$ cat src/rtl/comb_vector_sequencer_pkg.sv
// Shared types for the vector sequencer: FSM state encoding and the run result bundle.
package comb_test_pkg;

    localparam int MAX_ADDR_W = 8;

    typedef enum logic [2:0] {
        IDLE  = 3'd0,
        FETCH = 3'd1,
        APPLY = 3'd2,
        CHECK = 3'd3,
        DONE  = 3'd4
    } state_t;

    // Sized for the largest legal vector set; narrower builds use the low bits.
    typedef struct packed {
        logic                  pass;
        logic                  fail_valid;
        logic [MAX_ADDR_W:0]   err_count;
        logic [MAX_ADDR_W-1:0] first_fail_addr;
    } result_t;

endpackage

$ cat src/rtl/comb_vector_sequencer_tracker.sv
// Pass/fail bookkeeping for one run: saturating error count and first failing address.
module seq_result_tracker
    import comb_test_pkg::*;
#(
    parameter int ADDR_W = 4
) (
    input  logic              clk,
    input  logic              reset,
    input  logic              clear,
    input  logic              cmp_stb,
    input  logic              mismatch,
    input  logic [ADDR_W-1:0] idx,
    output result_t           result
);

    localparam logic [ADDR_W:0] ERR_MAX = '1;

    logic [ADDR_W:0]   err_count_q, err_count_d;
    logic              fail_valid_q, fail_valid_d;
    logic [ADDR_W-1:0] first_fail_addr_q, first_fail_addr_d;

    always_comb begin
        err_count_d       = err_count_q;
        fail_valid_d      = fail_valid_q;
        first_fail_addr_d = first_fail_addr_q;
        if (clear) begin
            err_count_d       = '0;
            fail_valid_d      = 1'b0;
            first_fail_addr_d = '0;
        end else if (cmp_stb && mismatch) begin
            if (err_count_q != ERR_MAX) begin
                err_count_d = err_count_q + 1'b1;
            end
            if (!fail_valid_q) begin
                first_fail_addr_d = idx;
                fail_valid_d      = 1'b1;
            end
        end
    end

    always_ff @(posedge clk or posedge reset) begin
        if (reset) begin
            err_count_q       <= '0;
            fail_valid_q      <= 1'b0;
            first_fail_addr_q <= '0;
        end else begin
            err_count_q       <= err_count_d;
            fail_valid_q      <= fail_valid_d;
            first_fail_addr_q <= first_fail_addr_d;
        end
    end

    always_comb begin
        result                            = '0;
        result.pass                       = (err_count_q == '0);
        result.fail_valid                 = fail_valid_q;
        result.err_count[ADDR_W:0]        = err_count_q;
        result.first_fail_addr[ADDR_W-1:0] = first_fail_addr_q;
    end

endmodule

$ cat src/rtl/comb_vector_sequencer.sv
// Steps a registered-read vector ROM through a combinational block, three cycles per vector,
// and reports pass/fail statistics when the run completes.
module comb_vector_sequencer
    import comb_test_pkg::*;
#(
    parameter int IN_W   = 4,
    parameter int OUT_W  = 1,
    parameter int DEPTH  = 16,
    parameter int ADDR_W = (DEPTH > 1) ? $clog2(DEPTH) : 1
) (
    input  logic                  clk,
    input  logic                  reset,
    input  logic                  start,
    input  logic                  stop_on_fail,
    output logic [ADDR_W-1:0]     vec_addr,
    input  logic [IN_W+OUT_W-1:0] vec_data,
    output logic [IN_W-1:0]       dut_a,
    input  logic [OUT_W-1:0]      dut_y,
    output logic                  busy,
    output logic                  done,
    output logic                  pass,
    output logic [ADDR_W:0]       err_count,
    output logic                  fail_valid,
    output logic [ADDR_W-1:0]     first_fail_addr
);

    localparam logic [ADDR_W-1:0] LAST_IDX = ADDR_W'(DEPTH - 1);

    state_t            state_q, state_d;
    logic [ADDR_W-1:0] idx_q, idx_d;
    logic [ADDR_W-1:0] vec_addr_q, vec_addr_d;
    logic [IN_W-1:0]   dut_a_q, dut_a_d;
    logic [OUT_W-1:0]  exp_q, exp_d;
    logic              stop_q, stop_d;
    logic              clear, cmp_stb, mismatch;
    result_t           res;

    always_comb begin
        state_d    = state_q;
        idx_d      = idx_q;
        vec_addr_d = vec_addr_q;
        dut_a_d    = dut_a_q;
        exp_d      = exp_q;
        stop_d     = stop_q;
        clear      = 1'b0;
        cmp_stb    = 1'b0;
        // 4-state compare so an X/Z response from the block is never a pass
        mismatch   = (dut_y !== exp_q);
        case (state_q)
            IDLE, DONE: begin
                if (start) begin
                    state_d    = FETCH;
                    idx_d      = '0;
                    vec_addr_d = '0;
                    stop_d     = stop_on_fail;
                    clear      = 1'b1;
                end
            end
            FETCH: state_d = APPLY;
            APPLY: begin
                dut_a_d = vec_data[IN_W+OUT_W-1:OUT_W];
                exp_d   = vec_data[OUT_W-1:0];
                state_d = CHECK;
            end
            CHECK: begin
                cmp_stb = 1'b1;
                if ((mismatch && stop_q) || idx_q == LAST_IDX) begin
                    state_d = DONE;
                end else begin
                    state_d    = FETCH;
                    idx_d      = idx_q + 1'b1;
                    vec_addr_d = idx_q + 1'b1;
                end
            end
            default: state_d = IDLE;
        endcase
    end

    always_ff @(posedge clk or posedge reset) begin
        if (reset) begin
            state_q    <= IDLE;
            idx_q      <= '0;
            vec_addr_q <= '0;
            dut_a_q    <= '0;
            exp_q      <= '0;
            stop_q     <= 1'b0;
        end else begin
            state_q    <= state_d;
            idx_q      <= idx_d;
            vec_addr_q <= vec_addr_d;
            dut_a_q    <= dut_a_d;
            exp_q      <= exp_d;
            stop_q     <= stop_d;
        end
    end

    seq_result_tracker #(.ADDR_W(ADDR_W)) u_tracker (
        .clk      (clk),
        .reset    (reset),
        .clear    (clear),
        .cmp_stb  (cmp_stb),
        .mismatch (mismatch),
        .idx      (idx_q),
        .result   (res)
    );

    logic unused_res;
    assign unused_res = ^res;

    assign vec_addr        = vec_addr_q;
    assign dut_a           = dut_a_q;
    assign busy            = (state_q == FETCH) || (state_q == APPLY) || (state_q == CHECK);
    assign done            = (state_q == DONE);
    assign pass            = done && res.pass;
    assign err_count       = res.err_count[ADDR_W:0];
    assign fail_valid      = res.fail_valid;
    assign first_fail_addr = res.first_fail_addr[ADDR_W-1:0];

endmodule

$ cat config.mk
export PLATFORM = sky130hd
export DESIGN_NAME = comb_vector_sequencer
export DESIGN_NICKNAME = d
export VERILOG_FILES = /design/src/rtl/comb_vector_sequencer_pkg.sv /design/src/rtl/comb_vector_sequencer_tracker.sv /design/src/rtl/comb_vector_sequencer.sv
export SDC_FILE = /design/constraint.sdc
export NUM_CORES = 1
export LEC_CHECK = 0
export ABC_AREA = 1
export ABC_CLOCK_PERIOD_IN_PS = 1250
export BUFFER_PORTS_ARGS = -buffer_cell sky130_fd_sc_hd__buf_2
export CAP_MARGIN = 20
export CORE_MARGIN = 3
export CORE_UTILIZATION = 46
export DETAILED_ROUTE_END_ITERATION = 10
export GPL_ROUTABILITY_DRIVEN = 0
export MAX_ROUTING_LAYER = met4
export PLACE_DENSITY = 0.74
export SLEW_MARGIN = 30
export SYNTH_ARGS = -nofsm -noshare
export SYNTH_HDL_FRONTEND = slang
export SYNTH_SLANG_ARGS = --single-unit
$ cat constraint.sdc
create_clock -name clk -period 1.25 [get_ports clk]
set_input_delay 0.0625 -clock clk [delete_from_list [all_inputs] [get_ports clk]]
set_output_delay 0.0625 -clock clk [all_outputs]
set_load 0.05 [all_outputs]
Word level (Yosys, flattened, before mapping) --
Cells that the tools add are included.
Word-level totals: register bits after elaboration 23, bits in latches 0, RAM bits 0, bits in read-only memories 0, output and inout bits 21, memories 0
Cells by class: add/subtract/negate cells 2, $mul 0, divide/modulo/power cells 0, $lt $le $gt $ge 0, eq/ne operators 10, shift operators 0, mux-type cells 17, bitwise gates (word level) 0, reduce and logical (&&, ||, !) cells 16
Operators by type and width (number):
- 2-to-1 mux 4 bit | 5
- 2-to-1 mux 5 bit | 3
- one-hot mux 3 bit (4 select lines) | 1
- one-hot mux 4 bit (2 select lines) | 1
- == test 3 x 2 -> 1 bit (second input constant) | 2
- 2-to-1 mux 3 bit | 2
- != test 2 bit (second input constant) | 3
- AND reduction 2 bit | 3
- nonzero test 2 bit | 3
- adder 5 x 1 -> 5 bit (second input constant) | 1
- zero test 5 bit | 1
- 2-to-1 mux 1 bit | 5
- != test 5 bit (second input constant) | 1
- adder 4 x 1 -> 4 bit (second input constant) | 1
- == test 4 bit (second input constant) | 1
- == test 3 x 1 -> 1 bit (second input constant) | 1
- == test 3 bit (second input constant) | 1
- logical AND 1 bit | 3
- zero test 3 bit | 1
- logical OR 1 bit | 3
- AND reduction 3 bit | 1
- OR reduction 2 bit | 1
- !== test 1 bit | 1

Longest topological paths before layout --
word-level depth 5, depth in mapped cells 9, gate-level depth less buffers 9

By module --
Synthesis repeated with hierarchy kept, for this count alone.
Second synthesis, totals: cell total of the unflattened synthesis 147, area, all modules 1276.2 sq um
Modules (own cells, without submodules):
- comb_vector_sequencer | instances 1, cells an instance 77, area each 680.7 sq um, seq. area each 325.3 sq um
- seq_result_tracker | instances 1, cells an instance 70, area each 595.6 sq um, seq. area each 250.2 sq um

Worst setup path after synthesis --
No wires, ideal clock.
kind register to output, start point reg u_tracker.err_count_q[0], end point out pass, arrival 2.400 ns, setup slack -1.213 ns, stages on the path, launching flop included 5, path buffers 0, cell sequence dfrtp_1 > inv_1 > ha_1 > nand2_1 > nor4_1
On the way: cells in the longest elaborated chain, start to end 2
RTL lines:
- start: declaration | RTL line comb_vector_sequencer_tracker.sv:18 | logic [ADDR_W:0] err_count_q, err_count_d;
- start signal: assignment | RTL line comb_vector_sequencer_tracker.sv:47 | err_count_q <= err_count_d;
- zero test 5 bit | RTL line comb_vector_sequencer_tracker.sv:55 | result.pass = (err_count_q == '0);
- logical AND 1 bit | RTL line comb_vector_sequencer.sv:114 | assign pass = done && res.pass;
- end: declaration | RTL line comb_vector_sequencer.sv:21 | output logic pass,
Every way passes these cells.

Final worst setup path --
Ends and elaborated chain as after synthesis.

==> metrics.txt <==
fin crit share 119.1%; WL/cell 14.69 um; Ports 31; leading area contributor after synthesis dfrtp_1; top cell type's share of synthesized area 47.33%; post-layout minimum cycle time 1.488 ns; Die ar. around 0.0033 sq mm; total core area 0.002500 sq mm; drt first pass iters 4; WS Path Type flop to output port; arrival time at the worst endpoint 1.43 ns; RSZ-0062 raised after global routing yes; synth top area cells dfrtp_1 (47%), nand2_1 (13%), nor2_4 (4.6%), ha_1 (4.1%), nand3_1 (4.1%); NumNets Final between 200 and 250; leak pwr 0.9953 nW; DP Area 0.001554 sq mm; PnR worst setup slack -0.2385 ns; Cell Area, Synth between 0.001 and 0.0015 sq mm; MaxCap Viol Count 0; failing checks setup timing; sequential share of the synthesized area 47.33%; Cells after Synth 138; gr usage total 20.41%; global route hottest layer met2; hold path cells 4; number of vias per cell 4.923; register area 584.3 sq um; Place WS -0.06313 ns; synth warn 0; Root Buffer clkbuf_4; post-route cell area 0.001931 sq mm; Vert. Die Dim 57.42 um; hold path start start; final hold violation count 0; Hold WC Path Type primary input to flop; worst slew margin relative to its limit approximately 80%; CTS HTree Levels 1; met2 Track Usage GR 35.97%; worst skew pair latency 0.32 ns; Synth Net Count 152; fraction of layout instances using a drive strength above 1 56.10%; fill count 159; Pwr Density 2600 mW/mm^2; routed vias 1,157; port bufs 30; initial antenna violation count 0; hpwl dp a little over 2000 um; Crit Path Max Fanout 2; Post-Place Cells 209; # DRC 0; Startpoint Class flop; Non-Filler Instances 235; largest net degree at the start of global routing 24; WP data required 1.19 ns; Syn Area/Cell approximately 8.8 sq um; CTS buffer count 3; synthesized flop and latch total 23; drt total wl 3452 um; slew at the pin closest to its max-slew limit 0.2941 ns; ANT cells 0; Slew Viols, Final 0; VDD IR max 1.856 mV; grt met1 use 22.32%; post-route ant nets 0; status complete, but fails checks; worst r2r path cells 9; fin util between 70% and 80%; vias in the first global route 1,132; area of the multi-input gates ~740 sq um; FMAX around 670 MHz; Initial Util 48.65%; Area Growth Syn to Fin 58.74%; Reg clk slew, reported paths approximately 0.12 ns; remaining global-route overflow 0; TritonCTS clock tree done; GR Util met3 5.656%; row count 18; Die Width around 57 um; endpoint class of the critical path output port; Setup Skew 0.01340 ns; Longest Clk Path Bufs 2; Iteration-0 DRC Markers 56; crit path launch u_tracker.err_count_q[0]; synth unique cells 27; final setup violation count 13; clock sink total 23; reg2reg start u_tracker.err_count_q[0]; first-pass GRT wire length 4995 um
[kinds of logic (layout without fill, tap and decap cells)]
logic type,Yosys count,in the layout,synth area share (%)
buf+inv,17,84,5.350
flops,23,23,47.32
mux,4,4,3.703
compound gates,7,7,3.806
fa+ha+maj,4,4,4.115
xor+xnor,1,1,0.7203
simple gates,82,82,34.98
[critical path: stages (launching register included)]
cell and delay (ns):
dfrtp_2 0.43, inv_2 0.08, ha_4 0.13, nand2_4 0.04, nor4_4 0.23, buf_6 0.20
[per-stage QoR]
step	power [mW]	setup TNS, ns	hold WS, ns
2_1_floorplan	3.181	-1.657	0.06400
3_3_place_gp	3.789	-0.08941	0.1135
3_5_place_dp	3.860	-0.2612	0.1170
4_1_cts	4.460	-0.7912	0.1465
5_1_grt	5.320	-2.517	0.1657
6_report	5.020	-1.436	0.1655
[timing repair]
action                                  4_1_cts  5_1_grt
hold buffers                                  7        0
pin swaps                                     8       10
endpoints found under the setup margin       16       20
setup buffers                                 7       10
resized for setup                            17       28
endpoints found under the hold margin        29        0
[routing by layer]
metal	wire length (um)	up-vias	part of all wire (%)
met4	49	0	1.4
met2	1871	29	54
met5	0	-	0
met1	1386	551	40
li1	-	570	-
met3	145	7	4.2
[state kept, by name (all words and copies together), names as in the netlist]
register / flops
dut_a: 4
exp_q: 1
state_q: 3
stop_q: 1
u_tracker.err_count_q: 5
u_tracker.fail_valid_q: 1
u_tracker.first_fail_addr_q: 4
vec_addr: 4
[placed cells by master, fill, tap and decap left out, types with 2 or more instances in the layout]
cell type      instances
a21oi_1                2
buf_2                 25
buf_4                 19
buf_6                 12
clkbuf_4               3
dfrtp_1               16
dfrtp_2                7
dlygate4sd3_1          7
ha_4                   3
inv_1                  9
inv_2                  5
inv_4                  2
mux2_2                 4
nand2_1               35
nand2_2                4
nand2_4                8
nand3_1                8
nand3_2                2
nand3_4                2
nor2_1                 6
nor2_2                 2
nor2_4                 8
o21ai_2                2
[synthesized netlist by cell type, drive strengths merged]
cell type / instances
nand3b: 1
dfrtp: 23
o21ai: 4
nor4: 1
nand3: 12
xor2: 1
a21oi: 3
ha: 4
clkinv: 1
nor3: 2
mux2: 4
nor2: 16
or2: 2
inv: 16
nand4: 1
nand2: 47
[path summary, 6_finish.rpt]
path | endpoint | slack [ns]
setup / recovery | pass | -0.24
hold / removal | u_tracker.fail_valid_q | 0.17
setup reg to reg | u_tracker.err_count_q[1] | -0.18
hold reg to reg | u_tracker.first_fail_addr_q[3] | 0.50
max in group asynchronous | u_tracker.err_count_q[3] | 0.69
min in group asynchronous | u_tracker.first_fail_addr_q[1] | 0.30
[layout make-up]
type	instances	share of cell area [%]
inverter	17	3.629
sequential	23	30.27
multi-input combinational	98	38.30
clock buffer	4	1.361
tap	30	1.944
timing repair buffer	63	24.50
[report_power, final]
part	internal (mW)	switching, mW
combinational	1.30	2.11
clock	0.125	0.215
sequential	1.03	0.246
(Power assumes the default switching activity.)
